## src/rtl/multicycle_ctrl_seq.sv

```systemverilog
// Multi-cycle LOAD/STORE/ADD control sequencer: FETCH/DECODE/EXEC/MEM/WB with
// req/ack fetch, memory-ready wait with timeout, retire counter and error trapping.
module multicycle_ctrl_seq #(
  parameter int IW          = 8,
  parameter int MEM_TIMEOUT = 15,
  parameter int CNT_W       = 8
) (
  input  logic             clk,
  input  logic             rst_n,
  input  logic             run,
  input  logic             err_clr,
  output logic             instr_req,
  input  logic             instr_ack,
  input  logic [IW-1:0]    instr_data,
  output logic             mem_read,
  output logic             mem_write,
  input  logic             mem_ready,
  output logic             alu_op,
  output logic             reg_write_enable,
  output logic             pc_inc,
  output logic             busy,
  output logic             illegal_op,
  output logic             mem_timeout,
  output logic [CNT_W-1:0] retired_cnt,
  output logic [2:0]       state_o
);

  localparam int TW = $clog2(MEM_TIMEOUT + 1);
  localparam logic [TW-1:0] TMO_LAST = TW'(MEM_TIMEOUT - 1);
  localparam logic [3:0] OP_LOAD  = 4'b0000;
  localparam logic [3:0] OP_STORE = 4'b0001;
  localparam logic [3:0] OP_ADD   = 4'b0010;

  typedef enum logic [2:0] {
    IDLE   = 3'd0,
    FETCH  = 3'd1,
    DECODE = 3'd2,
    EXEC   = 3'd3,
    MEM    = 3'd4,
    WB     = 3'd5,
    ERR    = 3'd6
  } state_t;

  state_t          state, state_next;
  logic [3:0]      opcode, opcode_next;
  logic [TW-1:0]   timer, timer_next;
  logic            retire;
  logic            set_ill;
  logic            set_tmo;
  logic            clr_flags;
  logic            unused_bits;

  // Only the opcode nibble of the instruction word matters to the sequencer.
  assign unused_bits = ^instr_data[IW-5:0];
  assign state_o     = state;

  // Next-state, opcode latch, MEM timer and retire/flag events.
  always_comb begin
    state_next  = state;
    opcode_next = opcode;
    timer_next  = timer;
    retire      = 1'b0;
    set_ill     = 1'b0;
    set_tmo     = 1'b0;
    clr_flags   = 1'b0;
    case (state)
      IDLE: begin
        if (run) state_next = FETCH;
        else     state_next = IDLE;
      end
      FETCH: begin
        if (instr_ack) begin
          opcode_next = instr_data[IW-1 -: 4];
          state_next  = DECODE;
        end else begin
          state_next  = FETCH;
        end
      end
      DECODE: begin
        case (opcode)
          OP_LOAD, OP_STORE: begin
            state_next = MEM;
            timer_next = '0;
          end
          OP_ADD:  state_next = EXEC;
          default: begin
            state_next = ERR;
            set_ill    = 1'b1;
          end
        endcase
      end
      EXEC: state_next = WB;
      MEM: begin
        // Ready takes priority over an expiring timer in the same cycle.
        if (mem_ready) begin
          if (opcode == OP_STORE) begin
            retire     = 1'b1;
            state_next = run ? FETCH : IDLE;
          end else begin
            state_next = WB;
          end
        end else if (timer == TMO_LAST) begin
          state_next = ERR;
          set_tmo    = 1'b1;
        end else begin
          timer_next = timer + TW'(1);
        end
      end
      WB: begin
        retire     = 1'b1;
        state_next = run ? FETCH : IDLE;
      end
      ERR: begin
        if (err_clr) begin
          state_next = IDLE;
          clr_flags  = 1'b1;
        end else begin
          state_next = ERR;
        end
      end
      default: state_next = IDLE;
    endcase
  end

  // State, opcode, timer and counter registers.
  always_ff @(posedge clk or negedge rst_n) begin
    if (!rst_n) begin
      state       <= IDLE;
      opcode      <= 4'd0;
      timer       <= '0;
      retired_cnt <= '0;
    end else begin
      state       <= state_next;
      opcode      <= opcode_next;
      timer       <= timer_next;
      if (retire) retired_cnt <= retired_cnt + CNT_W'(1);
    end
  end

  // Outputs are registered from the next state, so they track the state register exactly.
  always_ff @(posedge clk or negedge rst_n) begin
    if (!rst_n) begin
      instr_req        <= 1'b0;
      mem_read         <= 1'b0;
      mem_write        <= 1'b0;
      alu_op           <= 1'b0;
      reg_write_enable <= 1'b0;
      pc_inc           <= 1'b0;
      busy             <= 1'b0;
      illegal_op       <= 1'b0;
      mem_timeout      <= 1'b0;
    end else begin
      instr_req        <= (state_next == FETCH);
      mem_read         <= (state_next == MEM) && (opcode_next == OP_LOAD);
      mem_write        <= (state_next == MEM) && (opcode_next == OP_STORE);
      alu_op           <= (state_next == EXEC);
      reg_write_enable <= (state_next == WB);
      pc_inc           <= (state_next == DECODE);
      busy             <= (state_next != IDLE);
      if (set_ill)        illegal_op <= 1'b1;
      else if (clr_flags) illegal_op <= 1'b0;
      if (set_tmo)        mem_timeout <= 1'b1;
      else if (clr_flags) mem_timeout <= 1'b0;
    end
  end

endmodule

```

## config.mk

```make
export PLATFORM = sky130hd
export DESIGN_NAME = multicycle_ctrl_seq
export DESIGN_NICKNAME = d
export VERILOG_FILES = /design/src/rtl/multicycle_ctrl_seq.sv
export SDC_FILE = /design/constraint.sdc
export NUM_CORES = 1
export LEC_CHECK = 0
export CAP_MARGIN = 20
export CORE_ASPECT_RATIO = 0.9
export CORE_MARGIN = 8
export CORE_UTILIZATION = 43
export CTS_CLUSTER_DIAMETER = 200
export DETAILED_ROUTE_END_ITERATION = 10
export GPL_TIMING_DRIVEN = 0
export PLACE_DENSITY_LB_ADDON = 0.05
export SLEW_MARGIN = 20
export SYNTH_ARGS = -nofsm -noshare
export SYNTH_HDL_FRONTEND = slang
export SYNTH_SLANG_ARGS = --single-unit
export TNS_END_PERCENT = 30
```

## constraint.sdc

```tcl
create_clock -name clk -period 1.6 [get_ports clk]
set_input_delay 0.32 -clock clk [delete_from_list [all_inputs] [get_ports clk]]
set_output_delay 0.32 -clock clk [all_outputs]
set_load 0.02 [all_outputs]
```

; Yosys cells after proc, flatten, opt, wreduce, memory -nomap -nowiden
; Cells that the tools add are included.
[word_totals]
ff_bits = 28
latchBits = 0
mem_bits_rw = 0
mem_bits_ro = 0
memories = 0
[op_classes]
addsub = 2
mul = 0
n_div = 0
n_lt_le_gt_ge = 0
n_eq_ne = 18
n_shift = 0
mux = 27
bitwise = 0
reduce_logical = 13
[ops]
columns = cell, n
row1 = $mux 4, 5
row2 = $pmux 3 s6, 1
row3 = $eq 3x3->1 const B, 5
row4 = $mux 1, 13
row5 = $eq 3x2->1 const B, 4
row6 = $mux 3, 4
row7 = $add 8x1->8 const B, 1
row8 = $eq 4x1->1 const B, 2
row9 = $logic_not 4->1, 2
row10 = $pmux 4 s2, 1
row11 = $eq 3x1->1 const B, 2
row12 = $ne 2x2->1 const B, 3
row13 = $pmux 3 s2, 1
row14 = $reduce_bool 2->1, 3
row15 = $add 4x1->4 const B, 1
row16 = $eq 4x2->1 const B, 1
row17 = $eq 4x4->1 const B, 1
row18 = $reduce_and 4->1, 1
row19 = $reduce_or 2->1, 2
row20 = $logic_not 3->1, 1
row21 = $reduce_bool 3->1, 1
row22 = $reduce_or 3->1, 1
row23 = $logic_and 1x1->1, 2
row24 = $mux 2, 1
row25 = $pmux 1 s2, 1

; Logic depth before layout (Yosys ltp)
[depth]
ltp_word = 6
ltp_mapped = 7
mapped_depth_nobuf = 6

; Worst setup path after synthesis
; No wires, ideal clock.
[synth_path]
path_type = flip-flop to flip-flop
start = reg state[2] (netlist: state_o[2])
end = reg mem_write
setup_ns = 0.125
t_arrival_ns = 1.652
required_time_ns = 1.475
slack_ns = -0.177
path_stages_with_launch = 7
path_buffers = 1
period_less_slack_ns = 1.777
cell_sequence = dfrtp_1 > buf_2 > nor2b_1 > or4b_1 > nand4_4 > nor3_2 > nor3b_1
[synth_between]
elab_chain_cells = 5
elab_cells_between_ends = 15
cone_classes = eq/ne: 8 / mux: 4 / reduce/logical: 3
[synth_rtl]
columns = item, line
row1 = "start, declared", 44  ; state_t state, state_next;
row2 = "start signal, assigned", 133  ; state <= state_next;
row3 = $eq 3x3->1 / $logic_not 3->1 (equally long branches), 66  ; case (state)
row4 = $reduce_or 2->1 (no source line), --
row5 = $pmux 3 s6 *, 66
row6 = net state_next[0], 44
row7 = $eq 3x3->1 *, 155  ; mem_write <= (state_next == MEM) && (opcode_next == OP_STORE);
row8 = $logic_and 1x1->1 *, 155
row9 = "end signal, assigned", 155
row10 = "end, declared", 16  ; output logic mem_write,
; The timed path passes the listed nets; every way through them passes the cells marked *.
; A chain may end at the register's enable or synchronous reset.

; Worst setup path after layout
[layout_path]
start = reg opcode[3]
end = reg mem_write
[layout_between]
elab_chain_cells = 6
elab_cells_between_ends = 13
cone_classes = eq/ne: 4 / mux: 6 / reduce/logical: 3
[layout_rtl]
columns = item, line
row1 = "start, declared", 45  ; logic [3:0] opcode, opcode_next;
row2 = "start signal, assigned", 134  ; opcode <= opcode_next;
row3 = $eq 4x1->1 / $logic_not 4->1 (equally long branches), "80, 96"
row4 = $reduce_or 2->1 / $mux 3 (equally long branches), --
row5 = $pmux 3 s2 / $mux 3 (equally long branches), "80, 95"
row6 = $pmux 3 s6 *, 66
row7 = net state_next[0], 44
row8 = $eq 3x3->1 *, 155
row9 = $logic_and 1x1->1 *, 155
; Marked as above.

==> summary.txt <==
Pwr
  • Switching share of total power: 0.410
  • Leak: 0.916 nW
  • Worst VDD drop: 0.873 mV
  • P_int: 0.00202 W
  • Total power: 0.00342 W
  • Seq pwr share: 0.334
  • Comb power frac: 0.531
  • Pwr per Cell Area: 1720 nW/um^2
  • Clock share of power: 0.135
  • NetSw: 0.00140 W

Logic synthesis
  • Post-synthesis cell count: 122
  • #FFs+latches synth: 28
  • Syn Nets: 139
  • Sequential area share after synthesis: 0.517
  • Synth Cell Area: 1360 um^2
  • Synth cell types: 36
  • Avg Cell Area, Syn: 11.1 um^2
  • YS warnings: 0

Finish
  • Seq. cell area: 703 um^2
  • N_diodes: 0
  • Nets: 185
  • Area Growth Syn to Fin: 47.2%
  • Area of the multi-input gates: 756 um^2
  • Share of layout cells above drive strength 1: 0.287
  • Core Util, Final: 0.655
  • Number of fill cells: 268
  • Finished Cell Area: 1990 um^2

Timing
  • Final setup margin: -0.233 ns
  • Slew headroom: 0.592
  • Worst slew pin tran: 0.612 ns
  • RSZ-0062 raised after global routing: yes
  • Clock skew: 0.00669 ns
  • # setup viols final: 11
  • Tcrit/Tclk final: 1.15
  • Slew Viols, Final: 0
  • Min Clock Period, post-route: 1.83 ns
  • Final Hold Vio Count: 0
  • FMAX: 546 MHz

Global route
  • Largest net degree at the start of global routing: 29
  • Via count of the first global-routing pass: 1127
  • Initial antenna violation count: 0
  • First-pass GRT wire length: 5.23 mm
  • All-Layer GR Usage: 0.126
  • Gr ovfl total: 0

Worst setup path
  • Crit path launch type: flip-flop
  • WS Path Type: flip-flop to flip-flop
  • CP Max Fanout: 5
  • CP startpoint: opcode[3]$_DFF_PN0_
  • WP depth: 5
  • R2r setup slk: -0.23 ns
  • Worst reg2reg path depth: 5
  • Crit-path cells: or3_4, o311ai_4, nand4_4, nor3_4, nor3b_2
  • Buffers and inverters on the worst path: 0
  • Crit path max-delay cell type: dfrtp_1
  • Critical path data required time: 1.86 ns
  • Worst stage delay on the critical path: 0.42 ns
  • Critical Path Sink Type: flip-flop
  • R2r endpoint: mem_write$_DFF_PN0_
  • Worst reg2reg path startpoint: opcode[3]$_DFF_PN0_
  • Critical Path End: mem_write$_DFF_PN0_
  • CP arrival: 2.09 ns
  • Delay-heaviest family, CP: simple AND/OR/NAND/NOR gates

Clock tree
  • Clock tree sinks: 28
  • Maximum root-to-sink buffer count: 2
  • CTS tree: yes
  • CTS root buffer: clkbuf_4
  • Clock transition at path regs: 0.15 ns
  • CTS Buf Count: 3
  • Worst-Skew Late Latency: 0.33 ns
  • # H-tree levels: 1

Detailed routing
  • Post-route ant nets: 0
  • DRT iter0 DRCs: 37
  • DR vias: 1059
  • DRC: 0
  • Post-Route WL: 3.17 mm
  • Vias per Instance: 5.07
  • Mean routed wirelength per cell: 15.2 um
  • First-pass detailed-route iteration total: 4

Job
  • Max Cap Violations: 0

Min path
  • HP Start: retired_cnt[7]$_DFFE_PN0P_
  • Hold Crit Class: flip-flop to flip-flop

Die
  • Die area: 5210 um^2
  • Initial Utilization: 0.445
  • Num ports: 34
  • Die Wd: 75.2 um
  • Core footprint: 3040 um^2
  • Die H: 69.3 um
  • Rows: 19

Place
  • HPWL Detailed: 2.13 mm
  • Gpl congestion: 0.796
  • Port Buffers: 29
  • Area after DPL: 1710 um^2

Outcome
  • Outcome: finished with violations
  • Failing checks: negative setup slack
-- Yosys cell counts --
cell	count	area (um^2)
dfrtp_1	28	701
nand2_1	9	33.8
inv_1	8	30.0
nand3_1	8	40.0
nor2_1	6	22.5
xnor2_1	6	52.6
mux2_2	4	45.0
nand2b_1	4	25.0
nor2b_1	4	25.0
nor3b_1	4	30.0
a21oi_1	3	15.0
buf_2	3	15.0
ha_1	3	37.5
nand4_1	3	18.8
nor3_1	3	15.0
o21ai_0	3	15.0
a31oi_1	2	12.5
nor4b_2	2	30.0
xor2_1	2	17.5
a32oi_1	1	8.76
a32oi_2	1	16.3
and2_1	1	6.26
and3_1	1	6.26
clkbuf_1	1	3.75
inv_2	1	3.75
mux2i_1	1	10.0
nand4_4	1	21.3
nor3_2	1	10.0
nor4_2	1	12.5
nor4bb_1	1	10.0
o21ai_1	1	5.00
o22ai_1	1	6.26
o311ai_4	1	26.3
or3_1	1	6.26
or3_4	1	11.3
or4b_1	1	10.0
-- cell usage in the layout (no fill, tap or decap), types with 4 or more instances in the layout --
cell / count
nand2_1: 8
buf_4: 11
dlygate4sd2_1: 21
nor2_1: 5
clkdlybuf4s50_1: 7
nor2b_1: 4
nand3_1: 7
inv_1: 8
nand2b_1: 4
dfrtp_1: 26
xnor2_1: 6
buf_6: 4
-- power by group through the flow --
| stage | combinational, W | clock (W) | sequential, W |
|---|---|---|---|
| global placement | 0.00140 | 0 | 0.00114 |
| floorplan | 0.000777 | 0 | 0.00129 |
| CTS | 0.00173 | 0.000480 | 0.00113 |
| global route | 0.00197 | 0.000503 | 0.00117 |
| detailed placement | 0.00142 | 0 | 0.00115 |
| finish | 0.00182 | 0.000462 | 0.00114 |
-- per-layer routing --
layer / vias to the layer above / GRT usage / wire length [um]
met5: - / 0 / 0
met4: 0 / 0.0554 / 46
met3: 6 / 0.0347 / 201
met2: 26 / 0.204 / 1600
met1: 512 / 0.150 / 1320
li1: 515 / - / -
-- registers in the layout, indices dropped and copies added, names as in the netlist --
name,cells
mem_timeout,1
mem_write,1
mem_read,1
reg_write_enable,1
instr_req,1
busy,1
state_o,3
pc_inc,1
illegal_op,1
opcode,4
retired_cnt,8
alu_op,1
timer,4
-- final cells by class --
class | count | share of cell area
Inverter | 9 | 0.0169
Tap cell | 42 | 0.0263
Timing Repair Buffer | 41 | 0.178
Sequential cell | 28 | 0.353
Clock buffer | 3 | 0.0113
Buffer | 4 | 0.0207
Multi-Input combinational cell | 81 | 0.379
Clock inverter | 1 | 0.0151
-- worst min path at each step --
| stage | to | slack [ns] | cells after the start |
|---|---|---|---|
| after floorplan | alu_op$_DFF_PN0_ | 0.02 | 0 |
| after global placement | retired_cnt[7]$_DFFE_PN0P_ | 0.46 | 1 |
| after detailed placement | busy$_DFF_PN0_ | 0.37 | 1 |
| after CTS | retired_cnt[7]$_DFFE_PN0P_ | 0.48 | 1 |
| after global routing | retired_cnt[7]$_DFFE_PN0P_ | 0.51 | 1 |
| final | retired_cnt[7]$_DFFE_PN0P_ | 0.48 | 1 |
-- timing repair --
| item | in CTS | in global routing |
|---|---|---|
| hold buffers | 1 | 0 |
| pin swaps | 12 | 6 |
| endpoints found under the hold margin | 27 | 0 |
| setup endpoints to repair | 35 | 21 |
| setup buffers | 8 | 3 |
| resized for setup | 42 | 7 |
-- cells by family after synthesis --
kind of cell / count (synthesis) / synth area share
buf+inv: 13 / 0.0388
fa+ha+maj: 3 / 0.0277
mux: 5 / 0.0406
xor+xnor: 8 / 0.0517
flops: 28 / 0.517
compound gates: 13 / 0.0776
simple gates: 52 / 0.247
-- metrics by stage --
stage | std cells | setup WS, ns | hold WS, ns | setup TNS [ns]
6_report | 209 | -0.233 | 0.478 | -1.36
3_3_place_gp | 193 | -0.480 | 0.462 | -12.79
4_1_cts | 206 | -0.207 | 0.482 | -1.41
2_1_floorplan | 122 | -0.126 | 0.0244 | -0.483
3_5_place_dp | 193 | -0.470 | 0.370 | -6.62
5_1_grt | 209 | -0.308 | 0.506 | -2.72
Note: power is estimated with default switching activity, not from simulation.
==> edit 1 (same settings) <==
Set the parameter `MEM_TIMEOUT` to 16 (it was 15).
--- a/src/rtl/multicycle_ctrl_seq.sv
+++ b/src/rtl/multicycle_ctrl_seq.sv
@@ -4,3 +4,3 @@
   parameter int IW          = 8,
-  parameter int MEM_TIMEOUT = 15,
+  parameter int MEM_TIMEOUT = 16,
   parameter int CNT_W       = 8
Formal check against the unedited RTL: same outputs for any inputs over 10 cycles, from zero or initial values and one cycle with rst_n low; that may be too few to reach the edited logic, so the function may still have changed.
==> edit 1 against the original RTL <==
- the flow still finishes with violations (negative setup slack)
- design area increased by 2.6%
- synthesized area rose by 4.2%
- global-route usage shrank 0.23 points
- power grew 3.7%
- critical path type unchanged
- routed wire length rose by 2.0%
- critical path depth up 3
- clock power grew 9.7%
- sequential cell count rose by 1
- worst setup slack lost 0.26 ns
- via count is 6.1% higher
==> edit 1: results (changes against the original RTL) <==
ratio of cells with drive above 1 in the final layout 27.1% (was 28.7%); setup ws final -0.490 ns (was -0.233 ns); Placed Instance Area 0.00177 mm^2 (was 0.00171 mm^2); number of instances resized during post-cts repair 19 (was 42); Crit Reg-Reg Endpoint timer[0]$_DFFE_PN0P_ (was mem_write$_DFF_PN0_); total negative slack for setup checks -4.45 ns (was -1.36 ns); Clk pin slew, worst setup/hold paths 0.09 ns (was 0.15 ns); main area contributors after synthesis dfrtp_1 (51%), nand2_1 (5.0%), xnor2_1 (3.7%), ha_1 (2.7%), inv_1 (2.7%) (was dfrtp_1 (52%), xnor2_1 (3.9%), mux2_2 (3.3%), nand3_1 (3.0%), ha_1 (2.8%)); number of unique standard cell types used by synthesis 39 (was 36); number of violations reported at the end of detailed-routing iteration 0 74 (was 37); routed wire length 3.23 mm (was 3.17 mm); number of global-route vias before repair 1113 (was 1127); violated checks negative setup slack (unchanged); worst slew pin tran 0.642 ns (was 0.612 ns); Leak Pwr 1.06 nW (was 0.916 nW); final setup vio count 16 (was 11); HPWL after DPL 2.18 mm (was 2.13 mm); Hold Path Class in2async (was reg2reg); DR WL/cell 14.5 um (was 15.2 um); worst endpoint data arrival time 2.31 ns (was 2.09 ns); maximum fanout encountered on the critical timing path 4 (was 5); fraction of met3 tracks used by global routing 5.24% (was 3.47%); setup clock skew after layout 0.00390 ns (was 0.00669 ns); pin count of the biggest net entering global routing 30 (was 29); first-pass GRT wire length 5.40 mm (was 5.23 mm); Worst VDD drop 0.962 mV (was 0.873 mV); status complete, but fails checks (unchanged); Power Total 0.00355 W (was 0.00342 W); number of buffers created by CTS 5 (was 3); routability congestion estimate from global placement 0.809 (was 0.796)
edit 1: cell count changes in the layout (fill, tap and decap cells not counted), moves of 3 or more:
cell,change
nand3_1,-5
nand2_1,+11
dlygate4sd2_1,-8
buf_4,+3
dlymetal6s2s_1,+7
nor2b_1,-3
edit 1: logic make-up after synthesis:
| kind of cell | count (synthesis) | share of synthesized area [%] |
|---|---|---|
| simple gates | 57 | 26.5 |
| flops | 29 | 51.4 |
| compound gates | 12 | 6.38 |
| buf+inv | 12 | 3.72 |
| xor+xnor | 7 | 4.34 |
| mux | 6 | 5.05 |
| fa+ha+maj | 3 | 2.66 |
edit 1: layer usage:
| layer | share of wire [%] | routed length, um |
|---|---|---|
| met5 | 0 | 0 |
| met4 | 2.6 | 84 |
| met3 | 6.9 | 224 |
| met2 | 47 | 1530 |
| met1 | 43 | 1390 |
edit 1: final cells by class:
type	count	area share, %
Multi-Input combinational cell	85	34.1
Clock inverter	1	0.245
Timing Repair Buffer	47	21.8
Buffer	2	0.734
Sequential cell	29	35.5
Tap cell	42	2.57
Inverter	10	1.83
Clock buffer	7	3.18
edit 1: worst max path at each step:
stage / startpoint / endpoint / slack [ns] / depth (start not counted)
final: timer[1]$_DFFE_PN0P_ / timer[0]$_DFFE_PN0P_ / -0.49 / 8
after global routing: timer[1]$_DFFE_PN0P_ / timer[0]$_DFFE_PN0P_ / -0.58 / 8
after CTS: state_o[1]$_DFF_PN0_ / timer[0]$_DFFE_PN0P_ / -0.45 / 6
after detailed placement: instr_ack / timer[0]$_DFFE_PN0P_ / -0.69 / 6
after global placement: instr_ack / timer[4]$_DFFE_PN0P_ / -0.65 / 6
after floorplan: timer[0]$_DFFE_PN0P_ / timer[0]$_DFFE_PN0P_ / -0.44 / 8
==> edit 2 (config.mk and constraints unchanged) <==
Made on the original files. Reset style: synchronous (`rst_n`), changed in 2 clocked blocks.
--- a/src/rtl/multicycle_ctrl_seq.sv
+++ b/src/rtl/multicycle_ctrl_seq.sv
@@ -125,3 +125,3 @@
   // State, opcode, timer and counter registers.
-  always_ff @(posedge clk or negedge rst_n) begin
+  always_ff @(posedge clk) begin
     if (!rst_n) begin
@@ -140,3 +140,3 @@
   // Outputs are registered from the next state, so they track the state register exactly.
-  always_ff @(posedge clk or negedge rst_n) begin
+  always_ff @(posedge clk) begin
     if (!rst_n) begin
Function: differs if rst_n is asserted again (counterexample within 4 cycles, from zero or initial values and one cycle with rst_n low); with rst_n held inactive, the same outputs for 10 cycles.
==> edit 2 against the original RTL <==
- the flow still finishes with violations (negative setup slack)
- synthesized area up 6.4%
- routed wire length up 11%
- final cell count up 13%
- design area up 2.5%
- sequential share of layout area down 7.5 points
- die area up 4.9%
- worst setup slack better by 0.022 ns
- utilization down 3.6 points
- sequential cell count unchanged
Power is not compared: it rests on default switching activity, and its combinational part moved more than twofold at a synthesized area within 25%.
==> edit 2: results (changes against the original RTL) <==
setup ws final -0.211 ns (was -0.233 ns); routed length on met1 1.62 mm (was 1.32 mm); main area contributors after synthesis dfxtp_1 (39%), and2_1 (4.3%), mux2i_1 (4.2%), nor2b_1 (3.0%), xor2_1 (3.0%) (was dfrtp_1 (52%), xnor2_1 (3.9%), mux2_2 (3.3%), nand3_1 (3.0%), ha_1 (2.8%)); share of synthesized flip-flops with an asynchronous set or reset 0% (was 100%); Total Nets Final 211 (was 185); number of violations reported at the end of detailed-routing iteration 0 66 (was 37); status complete, but fails checks (unchanged); violated checks negative setup slack (unchanged); number of unique standard cell types used by synthesis 44 (was 36); Crit Reg-Reg Endpoint mem_read$_SDFF_PN0_ (was mem_write$_DFF_PN0_); Met2 Routed Length 1.68 mm (was 1.60 mm); total negative slack for setup checks -1.60 ns (was -1.36 ns); vias post-DR 1263 (was 1059); worst hold path depth 2 (was 1); setup clock skew after layout 0.00327 ns (was 0.00669 ns); fraction of met3 tracks used by global routing 4.18% (was 3.47%); final setup vio count 15 (was 11); part of the Yosys area used for sequential elements 38.9% (was 51.7%); maximum fanout encountered on the critical timing path 8 (was 5); cell at the root of the clock tree clkbuf_8 (was clkbuf_4); pin count of the biggest net entering global routing 16 (was 29); HPWL after DPL 2.51 mm (was 2.13 mm); number of global-route vias before repair 1203 (was 1127); first-pass GRT wire length 5.60 mm (was 5.23 mm); worst hold slack after final layout 0.478 ns (about the same); Clk pin slew, worst setup/hold paths 0.09 ns (was 0.15 ns); worst endpoint data arrival time 2.00 ns (was 2.09 ns); number of instances resized during post-cts repair 19 (was 42); slowest CP cell clkdlybuf4s50_1 (was dfrtp_1); startpoint of the worst hold path mem_timeout$_SDFFE_PN0P_ (was retired_cnt[7]$_DFFE_PN0P_); clock latency at the later pin of the worst-skew pair 0.28 ns (was 0.33 ns); pre-CTS WS -0.652 ns (was -0.470 ns); beginning of the worst register-to-register path opcode[1]$_SDFF_PN0_ (was opcode[3]$_DFF_PN0_); logic depth of the worst register-to-register path 6 (was 5); crit path from mem_ready (was opcode[3]$_DFF_PN0_); R2R setup slack -0.18 ns (was -0.23 ns)
==> edit 2: cell types whose count changed after synthesis, sizes merged, moves of 5 or more <==
cell / unedited run / this run
dfrtp: 28 / 0
dfxtp: 0 / 28
and2: 1 / 10
clkbuf: 1 / 6
mux2i: 1 / 6
==> edit 2: per-stage QoR <==
step	utilization, %	area, um^2
3_5_place_dp	54.5	1800
3_3_place_gp	54.5	1800
5_1_grt	61.9	2040
6_report	61.9	2040
4_1_cts	58.0	1920
2_1_floorplan	-	1460
==> edit 2: cell families after synthesis <==
logic type | after synthesis | synth area share [%]
xor+xnor | 7 | 4.25
mux | 6 | 4.17
compound gates | 24 | 14.1
flops | 28 | 38.9
buf+inv | 18 | 5.73
simple gates | 68 | 30.3
fa+ha+maj | 3 | 2.60
==> edit 2: layout make-up <==
type / instances / area share, %
sequential: 28 / 27.7
multi-input combinational: 108 / 45.4
tap: 44 / 2.69
buffer: 7 / 2.57
inverter: 10 / 1.84
clock buffer: 4 / 2.69
timing repair buffer: 36 / 17.1
